`config.mk`:
```
export PLATFORM = sky130hd
export DESIGN_NAME = id_hazard_ctrl
export DESIGN_NICKNAME = d
export VERILOG_FILES = /design/src/rtl/id_hazard_ctrl.sv
export SDC_FILE = /design/constraint.sdc
export NUM_CORES = 1
export LEC_CHECK = 0
export BUFFER_PORTS_ARGS = -buffer_cell sky130_fd_sc_hd__buf_2
export CAP_MARGIN = 20
export CELL_PAD_IN_SITES_DETAIL_PLACEMENT = 1
export CELL_PAD_IN_SITES_GLOBAL_PLACEMENT = 2
export CORE_MARGIN = 2
export CORE_UTILIZATION = 37
export CTS_CLUSTER_DIAMETER = 60
export CTS_CLUSTER_SIZE = 28
export DETAILED_ROUTE_END_ITERATION = 12
export PLACE_DENSITY = 0.94
export SLEW_MARGIN = 15
export SYNTH_ARGS = -nofsm -noshare
export SYNTH_HDL_FRONTEND = slang
export SYNTH_SLANG_ARGS = --single-unit
```
`constraint.sdc`:
```
create_clock -name clk -period 5.6 [get_ports clk]
set_input_delay 0.56 -clock clk [delete_from_list [all_inputs] [get_ports clk]]
set_output_delay 0.56 -clock clk [all_outputs]
set_load 0.005 [all_outputs]
```
`src/rtl/id_hazard_ctrl.sv`:
```
// Decode-stage hazard controller: per-register pending-write scoreboard driving
// IF/ID stall and flush controls, plus a free-running stall-cycle counter.
module id_hazard_ctrl #(
  parameter int NUM_REGS  = 16,
  parameter int CNT_BITS  = 2,
  parameter int PERF_BITS = 32
) (
  input  logic                 clk,
  input  logic                 reset,
  input  logic                 idValid,
  input  logic [3:0]           idSrc1No,
  input  logic [3:0]           idSrc2No,
  input  logic                 idUseSrc1,
  input  logic                 idUseSrc2,
  input  logic                 idWrReg,
  input  logic [3:0]           idDstNo,
  input  logic                 wbWrReg,
  input  logic [3:0]           wbRegNo,
  input  logic                 exRedirect,
  output logic                 stallIF,
  output logic                 flushIF,
  output logic                 flushID,
  output logic                 stallID,
  output logic                 pendingAny,
  output logic [PERF_BITS-1:0] stallCycles
);

  localparam logic [CNT_BITS-1:0] CNT_MAX = '1;

  logic [CNT_BITS-1:0] cntVal [NUM_REGS];
  logic [NUM_REGS-1:0] cntNonZero;
  logic                src1Busy;
  logic                src2Busy;
  logic                dstFull;
  logic                haz;
  logic                issue;
  logic [PERF_BITS-1:0] stallCyclesReg;

  assign src1Busy = idUseSrc1 && cntNonZero[idSrc1No];
  assign src2Busy = idUseSrc2 && cntNonZero[idSrc2No];
  assign dstFull  = idWrReg && (cntVal[idDstNo] == CNT_MAX);
  assign haz      = idValid && (src1Busy || src2Busy || dstFull);
  assign issue    = idValid && idWrReg && !haz && !exRedirect;

  // Redirect outranks the hazard: the stalled instruction is on the wrong path anyway.
  always_comb begin
    stallIF = 1'b0;
    flushIF = 1'b0;
    flushID = 1'b0;
    if (reset) begin
      flushIF = 1'b1;
      flushID = 1'b1;
    end else if (exRedirect) begin
      flushIF = 1'b1;
      flushID = 1'b1;
    end else if (haz) begin
      stallIF = 1'b1;
      flushID = 1'b1;
    end
  end

  assign stallID = 1'b0;

  generate
    for (genvar gi = 0; gi < NUM_REGS; gi++) begin : gSlot
      logic [CNT_BITS-1:0] cntReg;
      logic                incHit;
      logic                decHit;

      assign incHit = issue && (idDstNo == 4'(gi));
      assign decHit = wbWrReg && (wbRegNo == 4'(gi));

      // Issue and retire to the same register cancel; a retire of an empty slot is ignored.
      always_ff @(posedge clk) begin
        if (reset) begin
          cntReg <= '0;
        end else if (incHit && !decHit) begin
          cntReg <= cntReg + 1'b1;
        end else if (decHit && !incHit && (cntReg != '0)) begin
          cntReg <= cntReg - 1'b1;
        end
      end

      assign cntVal[gi]     = cntReg;
      assign cntNonZero[gi] = (cntReg != '0);
    end
  endgenerate

  assign pendingAny = |cntNonZero;

  always_ff @(posedge clk) begin
    if (reset) begin
      stallCyclesReg <= '0;
    end else if (stallIF) begin
      stallCyclesReg <= stallCyclesReg + 1'b1;
    end
  end

  assign stallCycles = stallCyclesReg;

  // Writeback of a register with nothing outstanding means the pipeline lost track.
  always_ff @(posedge clk) begin
    if (!reset && wbWrReg && !(issue && (idDstNo == wbRegNo))) begin
      assert (cntVal[wbRegNo] != '0);
    end
  end

endmodule

```
## Yosys cells after proc, flatten, opt, wreduce, memory -nomap -nowiden

Cells that the tools add are included.

- Add/sub/neg operators: 33
- Multipliers: 0
- Divide/modulo/power cells: 0
- $lt $le $gt $ge: 3
- Equality and inequality tests: 31
- Shifts and indexed selects: 0
- Mux-type cells: 46
- Bitwise gates (word level): 1
- Reductions and logical operators: 158

Operator list:

| operator | number |
|---|---|
| logical AND 1 bit | 87 |
| two-way mux 2 bit | 34 |
| equality test 4 bit (second input constant) | 16 |
| nonzero test 2 bit | 32 |
| logical NOT 1 bit | 34 |
| adder 2 x 1 -> 2 bit (second input constant) | 16 |
| adder 32 x 1 -> 32 bit (second input constant) | 1 |
| equality test 4 x 3 -> 1 bit (second input constant) | 8 |
| subtractor 2 x 1 -> 2 bit (second input constant) | 16 |
| equality test 4 x 2 -> 1 bit (second input constant) | 4 |
| OR reduction 16 bit | 1 |
| less-than comparator 4 x 5 -> 1 bit (second input constant) | 2 |
| two-way mux 1 bit | 9 |
| binary-select mux 1 bit (select 4 bit) | 2 |
| binary-select mux 2 bit (select 4 bit) | 1 |
| equality test 4 x 1 -> 1 bit (second input constant) | 2 |
| logical NOT 4 bit | 2 |
| >= comparator 5 bit (second input constant) | 1 |
| inverter 4 -> 5 bit | 1 |
| equality test 2 bit (second input constant) | 1 |
| logical OR 1 bit | 2 |

- Register bits: 64
- Bits in latches: 0
- Memory bits (writable): 0
- ROM bits: 0
- Memories: 0

## Depth between registers and ports, before layout

Gate-level depths: netlist (run 1).

- Word-level depth: 17
- Depth in mapped cells: 13
- Gate-level depth less buffers: 8

## Worst setup path after synthesis (run 1)

Ideal clock, no wire load.

- Kind: input to output
- Start point: input idSrc1No[2]
- End point: output stallIF
- Arrival: 2,641 ps
- Slack: 2,399 ps
- Stages: 9
- Buffers on the path: 4
- Cell sequence: buf_6 mux4_2 a21bo_2 or4b_4 and3_1 buf_6 buf_6 clkbuf_1 inv_1

- Longest elaborated chain between the ends: 9

RTL lines:

| what | RTL line | source |
|---|---|---|
| from (decl) | 11 | `input logic [3:0] idSrc1No,` |
| binary-select mux 1 bit (select 4 bit) | 39 | `assign src1Busy = idUseSrc1 && cntNonZero[idSrc1No];` |
| two-way mux 1 bit (not written as such) | 39 |  |
| logical AND 1 bit | 39 |  |
| logical OR 1 bit (2 in a row) | 42 | `assign haz = idValid && (src1Busy \|\| src2Busy \|\| dstFull);` |
| logical AND 1 bit | 42 |  |
| two-way mux 1 bit | 56 | `end else if (haz) begin` |
| two-way mux 1 bit | 53 | `end else if (exRedirect) begin` |
| two-way mux 1 bit | 50 | `if (reset) begin` |
| to (decl) | 20 | `output logic stallIF,` |

Every way passes these cells. The select of a mux whose other input is x is not followed.

## Worst setup path in the final report (run 1)

- Start point: register gSlot[13].cntReg[0]
- End point: output stallIF

- Longest elaborated chain between the ends: 10

RTL lines:

| what | RTL line | source |
|---|---|---|
| from (decl) | 66 | `logic [CNT_BITS-1:0] cntReg;` |
| from (signal assigned) | 78 | `cntReg <= cntReg + 1'b1;` |
| from (signal assigned) | 80 | `cntReg <= cntReg - 1'b1;` |
| binary-select mux 2 bit (select 4 bit) or nonzero test 2 bit (tied branches) | 41, 85 |  |
| two-way mux 2 bit (not written as such), or another cell as far along (2 in a row) | 41 | `assign dstFull = idWrReg && (cntVal[idDstNo] == CNT_MAX);` |
| equality test 2 bit, or another cell as far along | 41 |  |
| logical AND 1 bit or logical OR 1 bit (tied branches) | 41, 42 |  |
| logical OR 1 bit (*) | 42 |  |
| logical AND 1 bit (*) | 42 |  |
| two-way mux 1 bit (*) | 56 |  |
| two-way mux 1 bit (*) | 53 |  |
| two-way mux 1 bit (*) | 50 |  |

Every way passes the cells marked *; elsewhere a longest branch is shown, timed or not. The select of a mux whose other input is x is not followed.

==> impl_metrics.json, run 1 <==
{
  "status": "finished clean",
  "vias": 4629,
  "ios": 61,
  "clk_latency_ps": 340,
  "die_y_um": 114,
  "crit_chain": "or2_2 > mux2_2 > a2111oi_4 > or4b_4 > and3_1 > inv_1 > buf_2",
  "finalNetCount": 611,
  "numCtsBuffers": 9,
  "hpwl_um": 10600,
  "synthCells": 545,
  "power_w": 0.00116,
  "worstSetupPathType": "reg -> out",
  "final.min_clock_period_ps": 3910,
  "fin_tns_setup_ps": 0,
  "n_antenna_cell": 0,
  "ant_nets": 0,
  "seqCellArea_um2": 1280,
  "synth_top_area_cell": "dfxtp_1",
  "tightest_slew_ps": 1090,
  "cts_tree": "yes",
  "slew_headroom": 0.274,
  "pwr-share-seq": 0.396,
  "syn_nets": 570,
  "multi_input_area_um2": 2930,
  "grtUsageTotal": 0.232,
  "start_kind": "flip-flop",
  "cts_buffer_depth": 2,
  "worstHoldPathCells": 2,
  "gp_congestion": 0.847,
  "rows": 40,
  "synth_edf_count": 0,
  "power_density_nw_per_um2": 227,
  "finalSetupViolCount": 0,
  "crit_slowest_cell": "and3_1",
  "fp.dieW_um": 114,
  "cp.required_ps": 5040,
  "grt_overflow_total": 0,
  "clock-root-buffer": "clkbuf_16",
  "p_int_w": 0.000872,
  "antenna_found_initial": 0,
  "max_stage_delay_ps": 770,
  "synth_area_per_cell_um2": 8.16,
  "maxSlewViolCount": 0,
  "drtIter0Drc": 406,
  "synth.distinct_cells": 66,
  "worst-path-max-fanout": 28,
  "ys_warn_count": 0,
  "area_growth_pct": 14.7,
  "maxCapViolations": 0,
  "drive_above_1_share": 0.205,
  "via_per_inst": 6.28,
  "skew_ps": 5.31,
  "grt_pass1_wl_um": 24000,
  "ys_seq_elements": 64,
  "synth.most_common_cell": "dfxtp_1",
  "min_path_type": "reg -> reg",
  "fillers": 1442,
  "cts.sinks": 64,
  "cp.arrival_ps": 3350,
  "synth_ff_type": "dfxtp_1",
  "rsz0062_at_grt": "no",
  "first_global_vias": 4532,
  "die_area_um2": 12900,
  "max_freq_ghz": 0.256,
  "synth_top_area_frac": 0.288,
  "drcViolationCount": 0,
  "ff2ff_path_depth": 7,
  "drtPass1Iterations": 4,
  "h-tree-depth": 3,
  "clk_pin_slew_ps": 60,
  "synthTopCellsByCount": "dfxtp_1, a21oi_1, nand2_1",
  "cts_hold_buffers": 0,
  "port_buffers": 59,
  "cts-resized-gates": 0,
  "p_clk_frac": 0.523,
  "synth_area_um2": 4450,
  "finalHoldViolations": 0,
  "grt_max_degree": 59,
  "seq_area_frac_synth": 0.288,
  "async_flop_share": 0,
  "fin_crit_sh": 0.699,
  "irDropWorstVdd_v": 0.000145,
  "synth_area_leaders": "dfxtp_1, a21oi_1, mux4_2",
  "endpoint_kind": "output pin",
  "p_leak_nw": 1.81,
  "drt_wl_total_um": 14800,
  "start_util": 0.375,
  "swShare": 0.247,
  "power.switching_w": 0.000286,
  "core_um2": 11900,
  "avgRoutedWirePerCell_um": 20.1,
  "post-cts-setup-buffers": 0,
  "combinationalPowerShare": 0.081
}
## registers in the layout, indices dropped and copies added, names as in the netlist
| name | count |
|---|---|
| stallCycles | 32 |
| gSlot.cntReg | 32 |
## power groups by stage
stage | Sequential (W) | Combinational [W] | Clock (W)
3_5_place_dp | 0.000468 | 0.0000915 | 0
2_1_floorplan | 0.000468 | 0.0000620 | 0
6_report | 0.000458 | 0.0000942 | 0.000605
5_1_grt | 0.000458 | 0.000103 | 0.000635
4_1_cts | 0.000458 | 0.0000923 | 0.000614
3_3_place_gp | 0.000468 | 0.0000877 | 0
## cell type report
type | count | share of cell area
Multi-Input combinational cell | 428 | 0.574
Sequential cell | 64 | 0.251
Timing Repair Buffer | 62 | 0.0623
Clock buffer | 9 | 0.0442
Tap cell | 147 | 0.0361
Clock inverter | 6 | 0.0167
Inverter | 21 | 0.0155
## routing by layer
layer / wire (um) / global-route usage / share of wire
met1: 6720 / 0.321 / 0.45
met2: 7160 / 0.381 / 0.48
met5: 0 / 0 / 0
met4: 222 / 0.0789 / 0.015
met3: 688 / 0.0239 / 0.046
## through the flow
step	setup slack, ps	cell area (um^2)	hold slack [ps]	util	cells
floorplan	2400	4450	466	-	545
global placement	1970	4780	468	0.403	721
detailed placement	1760	4780	478	0.403	721
CTS	1710	5090	488	0.429	736
global route	1510	5100	517	0.430	737
finish	1690	5100	491	0.430	737
## worst max-delay path, delay by kind of cell, from the launching register on
kind | cells | cell delay (ps)
and+or+nand+nor | 3 | 1370
AOI/OAI and AO/OA | 1 | 630
muxes | 1 | 310
DFF | 1 | 370
buffers and inverters | 2 | 330
## layout by cell type (no fill, tap or decap), types with 10 or more instances in the layout
cell type  Yosys  routed
o21ai_0       27      27
nor3_1        14      13
nor4_1        19      19
dfxtp_1       64      64
inv_1         21      21
buf_2          8      59
or3_1         10      10
or4_1         15      15
nand3_1       26      26
nor2_1        34      34
o31ai_1       19      19
a21oi_1       47      47
nand2_1       38      38
## path summary, 6_finish.rpt
check	from	slack, ps	endpoint
max	gSlot[13].cntReg[0]	1690	stallIF
min	stallCycles[31]	490	stallCycles[31]
max reg2reg	gSlot[15].cntReg[0]	2320	stallCycles[31]
min reg2reg	stallCycles[31]	490	stallCycles[31]
## logic make-up (layout without fill, tap and decap cells)
kind of cell | after synthesis | after routing | synth area share
flops | 64 | 64 | 0.288
other cells | 1 | 1 | 0.000844
fa+ha+maj | 1 | 1 | 0.00281
buf+inv | 53 | 98 | 0.0563
xor+xnor | 6 | 6 | 0.0118
mux | 21 | 21 | 0.0802
compound gates | 165 | 165 | 0.258
simple gates | 234 | 234 | 0.301
Power figures use the tool's default switching activity.
==> inputs of run 2 (changes only) <==
Settings changed: CORE_UTILIZATION 37 to 31, PLACE_DENSITY 0.94 to 0.85.
Clock period 5.6 ns to 3.55 ns, I/O delays scaled along.
==> impl_metrics.json, run 2 (synthesis results as in run 1) <==
{
  "cts-resized-gates": 0,
  "irDropWorstVdd_v": 0.000224,
  "core_um2": 13900,
  "clk_pin_slew_ps": 60,
  "fp.dieW_um": 124,
  "cts_buffer_depth": 2,
  "first_global_vias": 4653,
  "min_path_type": "reg -> reg",
  "cts.sinks": 64,
  "final_common_cell": "dfxtp_1",
  "slew_headroom": 0.485,
  "drt_wl_total_um": 15500,
  "start_kind": "flip-flop",
  "drcViolationCount": 0,
  "drive_above_1_share": 0.228,
  "cts_hold_buffers": 0,
  "start_util": 0.319,
  "port_buffers": 59,
  "status": "finished clean",
  "drtPass1Iterations": 5,
  "die_area_um2": 15300,
  "worst-path-max-fanout": 13,
  "post-cts-setup-buffers": 0,
  "h-tree-depth": 3,
  "avgRoutedWirePerCell_um": 19.7,
  "fin_tns_setup_ps": 0,
  "numCtsBuffers": 9,
  "n_antenna_cell": 0,
  "antenna_found_initial": 0,
  "grt_overflow_total": 0,
  "drtIter0Drc": 280,
  "ios": 61,
  "vias": 4741,
  "grt_pass1_wl_um": 24800,
  "endpoint_kind": "output pin",
  "final_cell_mix": "dfxtp_1, buf_2, a21oi_1, nand2_1, nor2_1",
  "finalNetCount": 629,
  "clock-root-buffer": "clkbuf_16",
  "die_y_um": 124,
  "hpwl_um": 11600,
  "maxCapViolations": 0,
  "max_freq_ghz": 0.302,
  "grtUsageTotal": 0.213,
  "cp.arrival_ps": 2960,
  "rsz0062_at_grt": "no",
  "grt_max_degree": 59,
  "fillers": 1689,
  "via_per_inst": 6.01,
  "p_leak_nw": 1.92,
  "tightest_slew_ps": 766,
  "area_growth_pct": 19.0,
  "cp.required_ps": 3190,
  "finalSetupViolCount": 0,
  "fin_crit_sh": 0.934,
  "cts_tree": "yes",
  "ant_nets": 0,
  "maxSlewViolCount": 0,
  "skew_ps": 5.53,
  "finalHoldViolations": 0,
  "gp_congestion": 0.899,
  "power_density_nw_per_um2": 339,
  "fin_util": 0.380,
  "final.min_clock_period_ps": 3310,
  "clk_latency_ps": 350,
  "worstSetupPathType": "reg -> out",
  "rows": 43
}
[run 2: power by group]
group	switching [W]	total, W	internal (W)
Combinational	0.000106	0.000158	0.0000522
Sequential	0.00000220	0.000722	0.000720
Clock	0.000352	0.000913	0.000561
[run 2: final timing paths]
check	slack (ps)	startpoint	end	cells after the start
max	240	gSlot[9].cntReg[0]	stallIF	7
min	500	stallCycles[31]	stallCycles[31]	2
max reg2reg	320	gSlot[9].cntReg[0]	gSlot[0].cntReg[0]	9
min reg2reg	500	stallCycles[31]	stallCycles[31]	2
[run 2: area by class of cell]
class                      instances  area, um^2  share of cell area
inverter                          21        78.8              0.0149
timing repair buffer              80         478              0.0904
clock buffer                      11         243              0.0459
tap                              180         225              0.0426
sequential                        64        1280               0.242
multi-input combinational        428        2930               0.553
clock inverter                     5        56.3              0.0106
[run 2: routing by layer]
layer	share of wire	GRT usage	up-vias	routed length (um)
li1	-	-	2215	-
met1	0.45	0.276	2363	6990
met2	0.47	0.342	138	7260
met3	0.062	0.0545	25	965
met4	0.020	0.0788	0	316
met5	0	0	-	0
[run 2: critical path: stages, from the launching register on]
cell and delay [ps]:
dfxtp_1 360, or2_2 350, mux2_2 300, a2111oi_4 600, or4b_4 250, and3_1 470, inv_1 120, buf_2 150
[run 2: stage by stage]
step	setup WS (ps)	hold slack (ps)	power [W]	cells	cell area, um^2
after floorplan	759	466	0.000835	545	4450
after global placement	410	475	0.000888	773	4990
after detailed placement	279	491	0.000894	773	4990
after CTS	200	503	0.00180	789	5290
after global routing	73.6	513	0.00185	789	5290
final	236	496	0.00179	789	5290
